## config.mk

```make
export PLATFORM = sky130hd
export DESIGN_NAME = data_array_arbiter
export DESIGN_NICKNAME = d
export VERILOG_FILES = /design/src/rtl/data_array_arbiter.sv
export SDC_FILE = /design/constraint.sdc
export NUM_CORES = 1
export LEC_CHECK = 0
export ABC_AREA = 0
export BUFFER_PORTS_ARGS = -buffer_cell sky130_fd_sc_hd__buf_4
export CELL_PAD_IN_SITES_DETAIL_PLACEMENT = 0
export CELL_PAD_IN_SITES_GLOBAL_PLACEMENT = 1
export CORE_ASPECT_RATIO = 1.25
export CORE_UTILIZATION = 21
export CTS_CLUSTER_SIZE = 24
export DETAILED_ROUTE_END_ITERATION = 16
export GPL_TIMING_DRIVEN = 0
export PLACE_DENSITY = 0.9
export SYNTH_ARGS = -nofsm -noshare
export SYNTH_HDL_FRONTEND = slang
export SYNTH_SLANG_ARGS = --single-unit
```

## constraint.sdc

```tcl
create_clock -name clock -period 3.55 [get_ports clock]
set_clock_uncertainty 0.2 [all_clocks]
set_input_delay 0.355 -clock clock [delete_from_list [all_inputs] [get_ports clock]]
set_output_delay 0.355 -clock clock [all_outputs]
set_load 0.02 [all_outputs]
```

## src/rtl/data_array_arbiter.sv

```systemverilog
// ---------------------------------------------------------------------------
// data_array_arbiter
//
// Purpose: arbitrates a single-ported data array between a refill write
// port (A) and a core read/write port (B). After reset the array can be
// zero-filled one word per cycle (INIT) before normal arbitration (RUN).
// Port A has priority. Port B is guaranteed a grant after STARVE_LIMIT
// consecutive losses while it is requesting.
//
// Ports:
//   clock, reset          sole clock; synchronous active-high reset
//   init_done             high once the array is initialized (RUN state)
//   a_valid/a_ready       refill write handshake (ready is a same-cycle grant)
//   a_addr/a_data/a_mask  refill byte address, write data, byte-lane mask
//   b_valid/b_ready       core request handshake (ready is a same-cycle grant)
//   b_write               1 = write, 0 = read
//   b_addr/b_data/b_mask  core byte address, write data, byte-lane mask
//   b_rvalid/b_rdata      core read response, one cycle after acceptance
//   arr_en/arr_wen        array enable / write enable
//   arr_addr              array word address (byte address [13:2])
//   arr_mask/arr_wdata    array byte-lane mask / write data
//   arr_rdata             array read data, valid the cycle after a read
// ---------------------------------------------------------------------------
module data_array_arbiter #(
    parameter int STARVE_LIMIT = 4,
    parameter int INIT_EN      = 1
) (
    input  logic        clock,
    input  logic        reset,
    output logic        init_done,
    input  logic        a_valid,
    output logic        a_ready,
    input  logic [13:0] a_addr,
    input  logic [31:0] a_data,
    input  logic [3:0]  a_mask,
    input  logic        b_valid,
    output logic        b_ready,
    input  logic        b_write,
    input  logic [13:0] b_addr,
    input  logic [31:0] b_data,
    input  logic [3:0]  b_mask,
    output logic        b_rvalid,
    output logic [31:0] b_rdata,
    output logic        arr_en,
    output logic        arr_wen,
    output logic [11:0] arr_addr,
    output logic [3:0]  arr_mask,
    output logic [31:0] arr_wdata,
    input  logic [31:0] arr_rdata
);

    localparam int SW = (STARVE_LIMIT < 1) ? 1 : $clog2(STARVE_LIMIT + 1);
    localparam logic [SW-1:0] LIMIT = SW'(STARVE_LIMIT);

    typedef enum logic {
        ST_INIT = 1'b0,
        ST_RUN  = 1'b1
    } state_t;

    state_t        r_state;
    logic [11:0]   r_init_cnt;
    logic          r_init_done;
    logic [SW-1:0] r_starve;
    logic          r_rvalid_p1;

    logic w_init;
    logic w_run;
    logic w_b_force;
    logic w_grant_a;
    logic w_grant_b;
    logic w_unused_addr_lsbs;

    // Byte-offset bits never reach the word-addressed array.
    assign w_unused_addr_lsbs = ^{a_addr[1:0], b_addr[1:0]};

    // Saturating increment of the starvation counter.
    function automatic logic [SW-1:0] sat_inc(input logic [SW-1:0] v);
        return (v == LIMIT) ? v : v + SW'(1);
    endfunction

    // Everything the block drives is forced low while reset is sampled high,
    // so outputs are clean in the reset cycle itself, not just after it.
    assign w_init    = (r_state == ST_INIT) && !reset;
    assign w_run     = (r_state == ST_RUN) && !reset;
    assign w_b_force = (r_starve == LIMIT);
    assign w_grant_a = w_run && a_valid && (!b_valid || !w_b_force);
    assign w_grant_b = w_run && b_valid && (!a_valid || w_b_force);

    // ---- stage p0: grant and array drive (combinational) ----
    always_comb begin
        arr_en    = 1'b0;
        arr_wen   = 1'b0;
        arr_addr  = 12'h000;
        arr_mask  = 4'h0;
        arr_wdata = 32'h0000_0000;
        if (w_init) begin
            arr_en    = 1'b1;
            arr_wen   = 1'b1;
            arr_addr  = r_init_cnt;
            arr_mask  = 4'hF;
        end else if (w_grant_a) begin
            arr_en    = 1'b1;
            arr_wen   = 1'b1;
            arr_addr  = a_addr[13:2];
            arr_mask  = a_mask;
            arr_wdata = a_data;
        end else if (w_grant_b) begin
            arr_en    = 1'b1;
            arr_wen   = b_write;
            arr_addr  = b_addr[13:2];
            arr_mask  = b_mask;
            arr_wdata = b_data;
        end
    end

    assign a_ready   = w_grant_a;
    assign b_ready   = w_grant_b;
    assign init_done = r_init_done && !reset;

    // ---- stage p1: read response, aligned with arr_rdata ----
    assign b_rvalid = r_rvalid_p1 && !reset;
    assign b_rdata  = b_rvalid ? arr_rdata : 32'h0000_0000;

    always_ff @(posedge clock) begin
        if (reset) begin
            r_state     <= (INIT_EN != 0) ? ST_INIT : ST_RUN;
            r_init_cnt  <= 12'h000;
            r_init_done <= (INIT_EN == 0);
            r_starve    <= '0;
            r_rvalid_p1 <= 1'b0;
        end else begin
            r_rvalid_p1 <= w_grant_b && !b_write;

            case (r_state)
                ST_INIT: begin
                    r_init_cnt <= r_init_cnt + 12'h001;
                    if (r_init_cnt == 12'hFFF) begin
                        r_state     <= ST_RUN;
                        r_init_done <= 1'b1;
                    end
                end
                default: begin
                    r_state <= ST_RUN;
                end
            endcase

            // Counts consecutive cycles in which B requested and lost to A.
            if (!b_valid || w_grant_b) begin
                r_starve <= '0;
            end else if (w_grant_a) begin
                r_starve <= sat_inc(r_starve);
            end
        end
    end

endmodule
```

== After elaboration in Yosys (flattened, before gate mapping) ==
Cells that the tools add are included.
Word-level totals
  flip-flop bits (word level): 18
  output and inout bits: 86
  logic and storage cells: 49
Cells by class
  add/sub/neg operators: 2
  equal/unequal tests: 2
  mux-type cells: 18
  bitwise operators: 2
  reductions and logical operators: 20
Operator list (count)
  32-bit 2-to-1 mux: 4
  12-bit 2-to-1 mux: 3
  12-bit by 1-bit adder with 12-bit output, second input constant: 1
  12-bit == test, second input constant: 1
  4-bit 2-to-1 mux: 3
  1-bit logical AND: 9
  1-bit 2-to-1 mux: 8
  1-bit logical NOT: 5
  2-bit AND reduction: 2
  3-bit by 1-bit adder with 3-bit output, second input constant: 1
  3-bit == test, second input constant: 1
  1-bit logical OR: 3
  1-bit inverter: 2
  2-bit OR reduction: 1

== Logic depth before layout (Yosys ltp) ==
Gate-level depths: netlist of run 1.
  word-level depth: 7
  gate-level depth with buffers: 7

== Worst setup path before layout of run 1 ==
Ideal clock, no wire load.
  path type: register to output
  start point: reg r_starve[0]
  end point: out arr_addr[10]
  data arrival time: 1.498 ns
  data required time: 2.995 ns
  slack: 1.497 ns
  stages on the path, launching flop included: 7
  cell sequence: dfxtp_1 > inv_1 > ha_1 > a21boi_1 > nor3_2 > buf_2 > a221o_1
Between the ends
  longest elaborated chain between the ends: 6
RTL lines
  from (decl): RTL line 63  | logic [SW-1:0] r_starve;
  from (signal assigned): RTL line 151  | r_starve <= sat_inc(r_starve);
  3-bit == test *: RTL line 85  | assign w_b_force = (r_starve == LIMIT);
  1-bit logical OR or 1-bit logical NOT (tied branches): RTL line 87, 86
  1-bit logical AND or 1-bit logical OR (tied branches): RTL line 87, 86
  12-bit 2-to-1 mux or 1-bit logical AND (tied branches): RTL line 107, 86
  12-bit 2-to-1 mux *: RTL line 101  | end else if (w_grant_a) begin
  12-bit 2-to-1 mux *: RTL line 96  | if (w_init) begin
  to (decl): RTL line 46  | output logic [11:0] arr_addr,
Mark *: on every way between the ends. The rest lies on a longest branch, timed or not.

== Final worst setup path of run 1 ==
  start point: reg r_starve[0]
  end point: out arr_mask[2]
Between the ends
  longest elaborated chain between the ends: 6
RTL lines
  3-bit == test *: RTL line 85
  1-bit logical OR or 1-bit logical NOT (tied branches): RTL line 87, 86
  1-bit logical AND or 1-bit logical OR (tied branches): RTL line 87, 86
  4-bit 2-to-1 mux or 1-bit logical AND (tied branches): RTL line 107, 86
  4-bit 2-to-1 mux *: RTL line 101
  4-bit 2-to-1 mux *: RTL line 96
  to (decl): RTL line 47  | output logic [3:0] arr_mask,
Marks and branches as above.

==> results of run 1 <==
==> flip-flops by register name (all words and copies together) (netlist names) <==
name and count:
r_init_cnt 12, r_starve 3, r_init_done 1, r_rvalid_p1 1, r_state 1
==> layout make-up <==
type / instances / area (µm²) / area share
plain buffers: 18 / 82.6 / 0.0237
clock buffers: 3 / 41.3 / 0.0119
inverters: 6 / 22.5 / 0.00647
multi-input cells: 163 / 1220 / 0.350
flip-flops and latches: 18 / 360 / 0.104
well taps: 95 / 119 / 0.0342
repair buffers: 218 / 1640 / 0.470
==> power by group <==
group          internal (µW)  switching, µW
Sequential               205           4.96
Clock                   75.4           67.6
Combinational            108           45.6
==> cells in the final DEF (no fill, tap or decap), drive strengths merged <==
cell type,synthesis,routed
nand3b,1,1
o21ba,1,1
a22o,32,32
a21bo,1,1
nor3,4,4
nor2,7,7
nand4b,2,2
dfxtp,18,18
or3,4,4
mux2i,1,1
nand3,5,5
xor2,3,3
nor2b,5,5
mux2,1,1
a21o,1,1
inv,6,6
o21ai,5,5
and2,42,42
xnor2,1,1
a21oi,9,9
or4,4,4
buf,13,231
nand2b,1,1
and3,1,1
a211o,2,2
a21boi,1,1
nor4,2,2
clkbuf,5,8
nand4,2,2
ha,3,3
o31ai,4,4
nand2,2,2
a221o,16,16
==> kinds of logic after synthesis <==
kind of cell    after synthesis
compound gates               72
xor+xnor                      4
fa+ha+maj                     3
buf+inv                      24
flops                        18
mux                           2
simple gates                 82
==> worst paths after layout <==
check | from | end | slack (ps) | cells after the start
hold / removal | b_write | r_rvalid_p1$_SDFF_PP0_ | 80 | 2
hold reg to reg | r_starve[1]$_SDFFE_PP0P_ | r_starve[1]$_SDFFE_PP0P_ | 300 | 2
setup reg to reg | r_init_cnt[0]$_SDFFE_PP0N_ | r_init_cnt[10]$_SDFFE_PP0N_ | 1770 | 4
setup / recovery | r_starve[0]$_SDFFE_PP0P_ | arr_mask[2] | 870 | 7
==> layer usage <==
layer	wire length, µm	global-route usage
met1	3080	0.200
met2	4120	0.312
met3	666	0.0304
met4	44	0.0337
met5	0	0
==> through the flow <==
stage | std cells | instance area (µm²) | power [µW] | setup slack [ps]
4_1_cts | 521 | 3480 | 509 | 857
5_1_grt | 521 | 3480 | 526 | 746
2_1_floorplan | 205 | 1680 | 242 | 1500
3_5_place_dp | 518 | 3440 | 368 | 1130
3_3_place_gp | 518 | 3440 | 365 | 1200
6_report | 521 | 3480 | 506 | 872
==> critical path: stages, from the launching register on <==
cell and delay (ps):
dfxtp_1 350, inv_1 70, ha_1 230, a21boi_1 350, nor3_2 140, buf_2 220
a221o_1 330, buf_4 160
==> results_dict.tcl, run 1 <==
set metrics [dict create \
    finish.utilization 0.447 \
    design.die.area_mm2 0.00838 \
    place.port_buffers 218 \
    hold_ws_ps 79.1 \
    synth_nets 345 \
    status "completed" \
    clock_insertion_delay_worst_skew_ps 250 \
    report.final.hold_viol_count 0 \
    grtUsageTotal 0.169 \
    post_route_setup_tns_ps 0 \
    routed_wire_length_per_instance_um 15.2 \
    ctsResizeCount 0 \
    irDropWorstVdd_v 0.000138 \
    clkSinkCount 18 \
    cts-buffers-inserted 3 \
    number_of_buffers_added_for_setup_after_cts 0 \
    arithmetic_cell_share_of_the_synthesized_area_counting_full_adders_half_adders_and_majority_gates 0.0223 \
    gp_routability_congestion 0.842 \
    area_overhead_vs_synth_pct 107 \
    synth_area_leader_cell "dfxtp_1" \
    overflow 0 \
    timing_max_transition_violations_final 0 \
    synth_top_cells_by_area "dfxtp_1, a22o_1, and2_1" \
    io_pins 223 \
    antenna_cells_inserted 0 \
    layout_worst_path_cycle_share 0.754 \
    core_area_mm2 0.00779 \
    fmax_ghz 0.373 \
    worstSetupPathType "reg2out" \
    synth_area_in_compound_gates 0.352 \
    nNetsFinal 568 \
    die_x_um 82.1 \
    clock_transition_at_path_regs_ps 70 \
    tightestPinTransition_ps 495 \
    grt_pass1_wl_um 10900 \
    post-synth-top-area-fraction 0.214 \
    cts_buffer_depth 2 \
    timing.critical_path.from_type "register" \
    timing.final.crit_period_ps 2680 \
    fp.dieH_um 102 \
    synth_simple_gate_area_share 0.315 \
    synthMostInstantiatedCell "and2_1" \
    maximum_number_of_pins_on_one_net_before_global_route_repair 11 \
    synth.mux.area_fraction 0.0126 \
    yosys_warnings 0 \
    postRouteWirelength_um 7920 \
    setup-violations-final 0 \
    fillCellCount 813 \
    crit_fanout 10 \
    relSlewSlack 0.670 \
    cts_root_cell "clkbuf_8" \
    first_global_vias 2306 \
    async_reset_ff_frac 0 \
    grt_antenna_before_repair 0 \
    avgSynthCellArea_um2 8.21 \
    cap_viol_max_count 0 \
    power-per-cell-area_mw_per_mm2 146 \
    critical_path_required_ps 2990 \
    iteration_count_of_the_initial_detailed_routing_pass 4 \
    synth_edf_count 0 \
    row_count 36 \
    power.static_leakage_uw 0.00181 \
    synth_commonest_cells "and2_1, a22o_1, dfxtp_1" \
    netlist_area_mm2 0.00168 \
    route.detailed.vias_per_inst 4.75 \
    library_cells_used_by_synthesis 40 \
    rsz0062_at_grt "false" \
    synth_top_family_by_area "compound AO/OA/AOI/OAI gates" \
    post_route_cells_drive_above_1_share 0.568 \
    ys.flop_type "dfxtp_1" \
    iteration_0_drc_markers 58 \
    starting_density 0.216 \
    ant_nets 0 \
    worstPathArrival_ps 2120 \
    postSynthRegisterBits 18 \
    post-dp-hpwl_um 6640 \
    syn-instance-count 205 \
    worst_hold_path_type "in2reg" \
    cts-hold-fix-buffers 0 \
    cts_htree_levels 1 \
    seq_area_frac_synth 0.214 \
    yosys.area_share.xor_xnor 0.0208 \
    vias 2473 \
    cp-end-kind "primary output" \
    drc_errors 0 \
    cts_tree "done" \
]
Note: power is estimated with default switching activity, not from simulation.
==> run 2: changes to the inputs <==
--- a/config.mk
+++ b/config.mk
@@ -10,11 +10,11 @@
 export CELL_PAD_IN_SITES_DETAIL_PLACEMENT = 0
 export CELL_PAD_IN_SITES_GLOBAL_PLACEMENT = 1
 export CORE_ASPECT_RATIO = 1.25
-export CORE_UTILIZATION = 21
+export CORE_UTILIZATION = 17
 export CTS_CLUSTER_SIZE = 24
 export DETAILED_ROUTE_END_ITERATION = 16
 export GPL_TIMING_DRIVEN = 0
-export PLACE_DENSITY = 0.9
+export PLACE_DENSITY = 0.79
 export SYNTH_ARGS = -nofsm -noshare
 export SYNTH_HDL_FRONTEND = slang
 export SYNTH_SLANG_ARGS = --single-unit
==> constraint.sdc (replaced) <==
create_clock -name clock -period 2.2 [get_ports clock]
set_clock_uncertainty 0.2 [all_clocks]
set_input_delay 0.22 -clock clock [delete_from_list [all_inputs] [get_ports clock]]
set_output_delay 0.22 -clock clock [all_outputs]
set_load 0.02 [all_outputs]
==> run 2 against run 1 <==
Compared with the run above: the run now ends with negative setup slack left; setup slack lost 910 ps; final cell count is 7.7% higher; register-to-register slack got worse by 1400 ps; design area grew 9.1%; combinational power grew 73%; clock-buffer cell count up 1; global-route usage is 2.4 points lower; largest cell class unchanged; largest power group is now the clock network.
==> results_dict.tcl, run 2 (synthesized netlist as in run 1, its figures left out) <==
set metrics [dict create \
    first_global_vias 2437 \
    row_count 40 \
    cts_buffer_depth 2 \
    power.static_leakage_uw 0.00191 \
    slowest_stage_cell_crit_path "dfxtp_2" \
    hold_ws_ps 125 \
    die_x_um 91.0 \
    timing.final.crit_period_ps 2240 \
    violations_in_the_final_reports "negative setup slack" \
    power-per-cell-area_mw_per_mm2 265 \
    clock_insertion_delay_worst_skew_ps 250 \
    core_area_mm2 0.00961 \
    cts_tree "done" \
    worst_hold_path_type "in2reg" \
    worstSetupPathType "reg2out" \
    status "finished with violations" \
    drc_errors 0 \
    cts-buffers-inserted 3 \
    fmax_ghz 0.447 \
    report.final.hold_viol_count 0 \
    clock_transition_at_path_regs_ps 50 \
    antenna_cells_inserted 0 \
    routed_wire_length_per_instance_um 15.1 \
    cap_viol_max_count 0 \
    setup-violations-final 12 \
    timing.critical_path.cells "inv_2 > ha_4 > a21boi_4 > nor3_4 > buf_6 > buf_6 > a221o_1 > buf_6" \
    io_pins 223 \
    mostFrequentLayoutCells "buf_4, and2_1, a22o_1" \
    nNetsFinal 576 \
    fin_ws_ps -38.7 \
    max_flop_register "r_init_cnt" \
    route.detailed.vias_per_inst 4.60 \
    iteration_count_of_the_initial_detailed_routing_pass 4 \
    place.port_buffers 218 \
    tightestPinTransition_ps 453 \
    rsz0062_at_grt "true" \
    largest_reg_flops 12 \
    design.die.area_mm2 0.0103 \
    maximum_number_of_pins_on_one_net_before_global_route_repair 11 \
    power.total_uw 1010 \
    vias 2578 \
    grt_antenna_before_repair 0 \
    post-dp-hpwl_um 6860 \
    fp.dieH_um 113 \
    top_regs "r_init_cnt: 12 flops, r_starve: 3 flops" \
    timing_max_transition_violations_final 0 \
    gp_routability_congestion 0.779 \
    clkSinkCount 18 \
    iteration_0_drc_markers 69 \
    critical-path-top-cell-by-count "buf_6" \
    grtUsageTotal 0.145 \
    finish.utilization 0.395 \
    post_route_setup_tns_ps -167 \
    overflow 0 \
    critPathMaxStageDelay_ps 350 \
    critical_path_required_ps 1780 \
    postRouteWirelength_um 8480 \
    post_route_cells_drive_above_1_share 0.598 \
    layout_worst_path_cycle_share 1.02 \
    worstPathArrival_ps 1820 \
    cp-end-kind "primary output" \
    layout_commonest_cell "buf_4" \
    cts_root_cell "clkbuf_16" \
    irDropWorstVdd_v 0.000218 \
    grt_pass1_wl_um 12000 \
    relSlewSlack 0.698 \
    area_overhead_vs_synth_pct 126 \
    crit_fanout 7 \
    timing.critical_path.from_type "register" \
    ant_nets 0 \
    starting_density 0.175 \
    cts_htree_levels 1 \
]
[run 2: cell types whose count changed in the layout (fill, tap and decap cells not counted), sizes merged]
cell,change
dlygate4sd3,+1
buf,+8
[run 2: area by class of cell]
| type | instances | area (µm²) |
|---|---|---|
| buffer | 17 | 129 |
| clock buffer | 4 | 88.8 |
| fill | 980 | 5810 |
| inverter | 6 | 22.5 |
| multi-input combinational | 163 | 1250 |
| sequential | 18 | 363 |
| tap | 126 | 158 |
| timing repair buffer | 227 | 1780 |
[run 2: stage by stage]
step / setup slack (ps) / area, µm² / std cells
CTS: -15.2 / 3640 / 555
floorplan: 282 / 1680 / 205
global route: -85.4 / 3800 / 561
global placement: 22.3 / 3480 / 549
detailed placement: -69.5 / 3480 / 549
finish: -38.7 / 3800 / 561
[run 2: final timing paths]
check | from | slack (ps) | to | cells past startpoint
setup / recovery | r_starve[0]$_SDFFE_PP0P_ | -40 | arr_mask[2] | 8
hold / removal | reset | 120 | r_starve[0]$_SDFFE_PP0P_ | 4
setup reg to reg | r_init_cnt[0]$_SDFFE_PP0N_ | 410 | r_init_cnt[10]$_SDFFE_PP0N_ | 4
hold reg to reg | r_init_cnt[9]$_SDFFE_PP0N_ | 310 | r_init_cnt[9]$_SDFFE_PP0N_ | 2
[run 2: timing repair]
| action | 4_1_cts | 5_1_grt |
|---|---|---|
| setup buffers | 2 | 4 |
| hold endpoints to repair | 1 | 0 |
| gates resized for setup | 18 | 36 |
| pin swaps | 4 | 5 |
| setup endpoints to repair | 52 | 47 |
| gates cloned | 0 | 2 |
| hold buffers | 1 | 0 |
[run 2: where the power goes]
group | switching (µW) | internal, µW
registers | 8.42 | 331
clock network | 125 | 277
logic | 80.5 | 186
[run 2: critical path: cells and delay by family (launching register included)]
family,cells,cell delay [ps]
flip-flops,1,350
AND/OR/NAND/NOR,1,60
adder cells (fa/ha/maj),1,170
AO/OA/AOI/OAI,2,520
buffers and inverters,4,480
[run 2: routing by layer]
layer  up-vias  global-route usage  wire (µm)
met5         -                   0          0
met4         0              0.0275        128
met3        10              0.0430        793
met2       125               0.276       4450
met1      1199               0.157       3110
li1       1244                   -          -
==> run 3: changes to the inputs <==
--- a/config.mk
+++ b/config.mk
@@ -7,6 +7,7 @@
 export LEC_CHECK = 0
 export ABC_AREA = 0
 export BUFFER_PORTS_ARGS = -buffer_cell sky130_fd_sc_hd__buf_4
+export CAP_MARGIN = 20
 export CELL_PAD_IN_SITES_DETAIL_PLACEMENT = 0
 export CELL_PAD_IN_SITES_GLOBAL_PLACEMENT = 1
 export CORE_ASPECT_RATIO = 1.25
@@ -15,6 +16,7 @@
 export DETAILED_ROUTE_END_ITERATION = 16
 export GPL_TIMING_DRIVEN = 0
 export PLACE_DENSITY = 0.79
+export SKIP_CTS_REPAIR_TIMING = 1
 export SYNTH_ARGS = -nofsm -noshare
 export SYNTH_HDL_FRONTEND = slang
 export SYNTH_SLANG_ARGS = --single-unit
==> run 3 against run 2 <==
Compared with the run above: the flow finishes with violations (negative hold slack); hold slack lost 140 ps; critical path type unchanged; clock power hardly changed; fmax rose by 3.1%; final cell count decreased by 0.89%; setup slack improved by 67 ps.
==> results_dict.tcl, run 3 (synthesized netlist as in run 1, its figures left out) <==
set metrics [dict create \
    post_route_cells_drive_above_1_share 0.599 \
    fp.dieH_um 113 \
    critPathBufInv 3 \
    postRouteWirelength_um 8190 \
    crit_fanout 10 \
    layout_worst_path_cycle_share 0.987 \
    sequentialPowerShare 0.340 \
    clock_transition_at_path_regs_ps 50 \
    grt_use_met1 0.157 \
    hold_ws_ps -16.3 \
    place.port_buffers 218 \
    critical-path-top-cell-by-count "buf_4" \
    overflow 0 \
    cts_root_cell "clkbuf_16" \
    post_route_setup_tns_ps 0 \
    ant_nets 0 \
    layout_commonest_cell "buf_4" \
    multi_input_area_mm2 0.00126 \
    fmax_ghz 0.461 \
    timing_max_transition_violations_final 0 \
    core_area_mm2 0.00961 \
    cts_buffer_depth 2 \
    timing.critical_path.cells "inv_2 > ha_4 > a21boi_4 > nor3_4 > buf_4 > a221o_1 > buf_4" \
    violations_in_the_final_reports "negative hold slack" \
    busiest_layer "met2" \
    io_pins 223 \
    cpLargestDelayFamily "compound AO/OA/AOI/OAI gates" \
    clkSinkCount 18 \
    power-per-cell-area_mw_per_mm2 272 \
    post-dp-hpwl_um 6860 \
    switching_share 0.210 \
    slowest_stage_cell_crit_path "dfxtp_2" \
    vias 2516 \
    cts_htree_levels 1 \
    fillCellCount 985 \
    mostFrequentLayoutCells "buf_4, and2_1, a22o_1" \
    critPathMaxStageDelay_ps 350 \
    routed_wire_length_per_instance_um 14.7 \
    clkPwrFrac 0.401 \
    route.detailed.vias_per_inst 4.53 \
    area_overhead_vs_synth_pct 118 \
    top_regs "r_init_cnt: 12 flops, r_starve: 3 flops" \
    worstPathArrival_ps 1750 \
    timing.final.crit_period_ps 2170 \
    cts-buffers-inserted 3 \
    irDropWorstVdd_v 0.000215 \
    drc_errors 0 \
    portion_of_total_power_attributed_to_combinational_logic 0.259 \
    rsz0062_at_grt "true" \
    cp-end-kind "primary output" \
    worst_hold_path_type "in2reg" \
    layoutNonFillerInstCount 556 \
    critical_path_required_ps 1780 \
    largest_reg_flops 12 \
    cts_tree "done" \
    relSlewSlack 0.694 \
    design.die.area_mm2 0.0103 \
    tightestPinTransition_ps 459 \
    power.internal_uw 788 \
    die_x_um 91.0 \
    worstSetupPathType "reg2out" \
    gp_routability_congestion 0.779 \
    grt_pass1_wl_um 11900 \
    maximum_number_of_pins_on_one_net_before_global_route_repair 11 \
    grt_util_met2 0.274 \
    ff_latch_area_um2 364 \
    first_global_vias 2403 \
    grt_antenna_before_repair 0 \
    grtUsageTotal 0.144 \
    cap_viol_max_count 0 \
    iteration_count_of_the_initial_detailed_routing_pass 4 \
    max_flop_register "r_init_cnt" \
    timing.critical_path.from_type "register" \
    finish.utilization 0.382 \
    power.static_leakage_uw 0.00186 \
    report.final.hold_viol_count 1 \
    iteration_0_drc_markers 65 \
    starting_density 0.175 \
    status "finished with violations" \
    nNetsFinal 570 \
    clock_insertion_delay_worst_skew_ps 250 \
    grtUsageMet3 0.0430 \
    setup-violations-final 0 \
    p_sw_uw 210 \
    row_count 40 \
    place.detailed.instances 549 \
]
==> run 3: changes by cell type in the layout (fill, tap and decap cells not counted), sizes merged <==
cell / before / now
buf: 239 / 232
clkbuf: 8 / 10
diode: 0 / 1
dlygate4sd3: 1 / 0
==> run 3: worst reg2reg max path, stage by stage (launching register included) <==
cell and delay [ps]:
dfxtp_1 430, ha_1 250, nand3b_1 190, nor4_1 260, mux2_2 360
==> run 3: worst paths after layout <==
check / start / end / slack (ps) / cells after the start
setup / recovery: r_starve[0]$_SDFFE_PP0P_ / arr_mask[2] / 30 / 7
hold / removal: b_write / r_rvalid_p1$_SDFF_PP0_ / -20 / 2
setup reg to reg: r_init_cnt[0]$_SDFFE_PP0N_ / r_init_cnt[10]$_SDFFE_PP0N_ / 410 / 4
hold reg to reg: r_init_cnt[8]$_SDFFE_PP0N_ / r_init_cnt[8]$_SDFFE_PP0N_ / 310 / 2
==> run 3: final cells by class <==
type,instances,area share
timing repair buffer,221,0.453
multi-input combinational,163,0.343
sequential,18,0.0993
tap,126,0.0430
buffer,17,0.0311
clock buffer,4,0.0242
inverter,6,0.00614
antenna,1,0.000683
==> run 3: per-layer routing <==
layer	vias up	share of wire
met2	122	0.53
met3	6	0.088
met4	0	0.0092
li1	1232	-
met5	-	0
met1	1156	0.38
==> run 3: through the flow <==
stage | setup slack (ps) | cell area (µm²) | power [µW]
after floorplan | 282 | 1680 | 391
after global placement | 22.3 | 3480 | 594
after detailed placement | -69.5 | 3480 | 599
after CTS | -347 | 3570 | 998
after global routing | -58.6 | 3660 | 1040
final | 28.5 | 3670 | 997
==> run 3: power by group through the flow <==
stage	Clock, µW	Sequential (µW)	Combinational, µW
floorplan	0	344	46.1
global placement	0	346	248
detailed placement	0	346	253
CTS	405	339	254
global route	419	340	278
finish	400	339	258
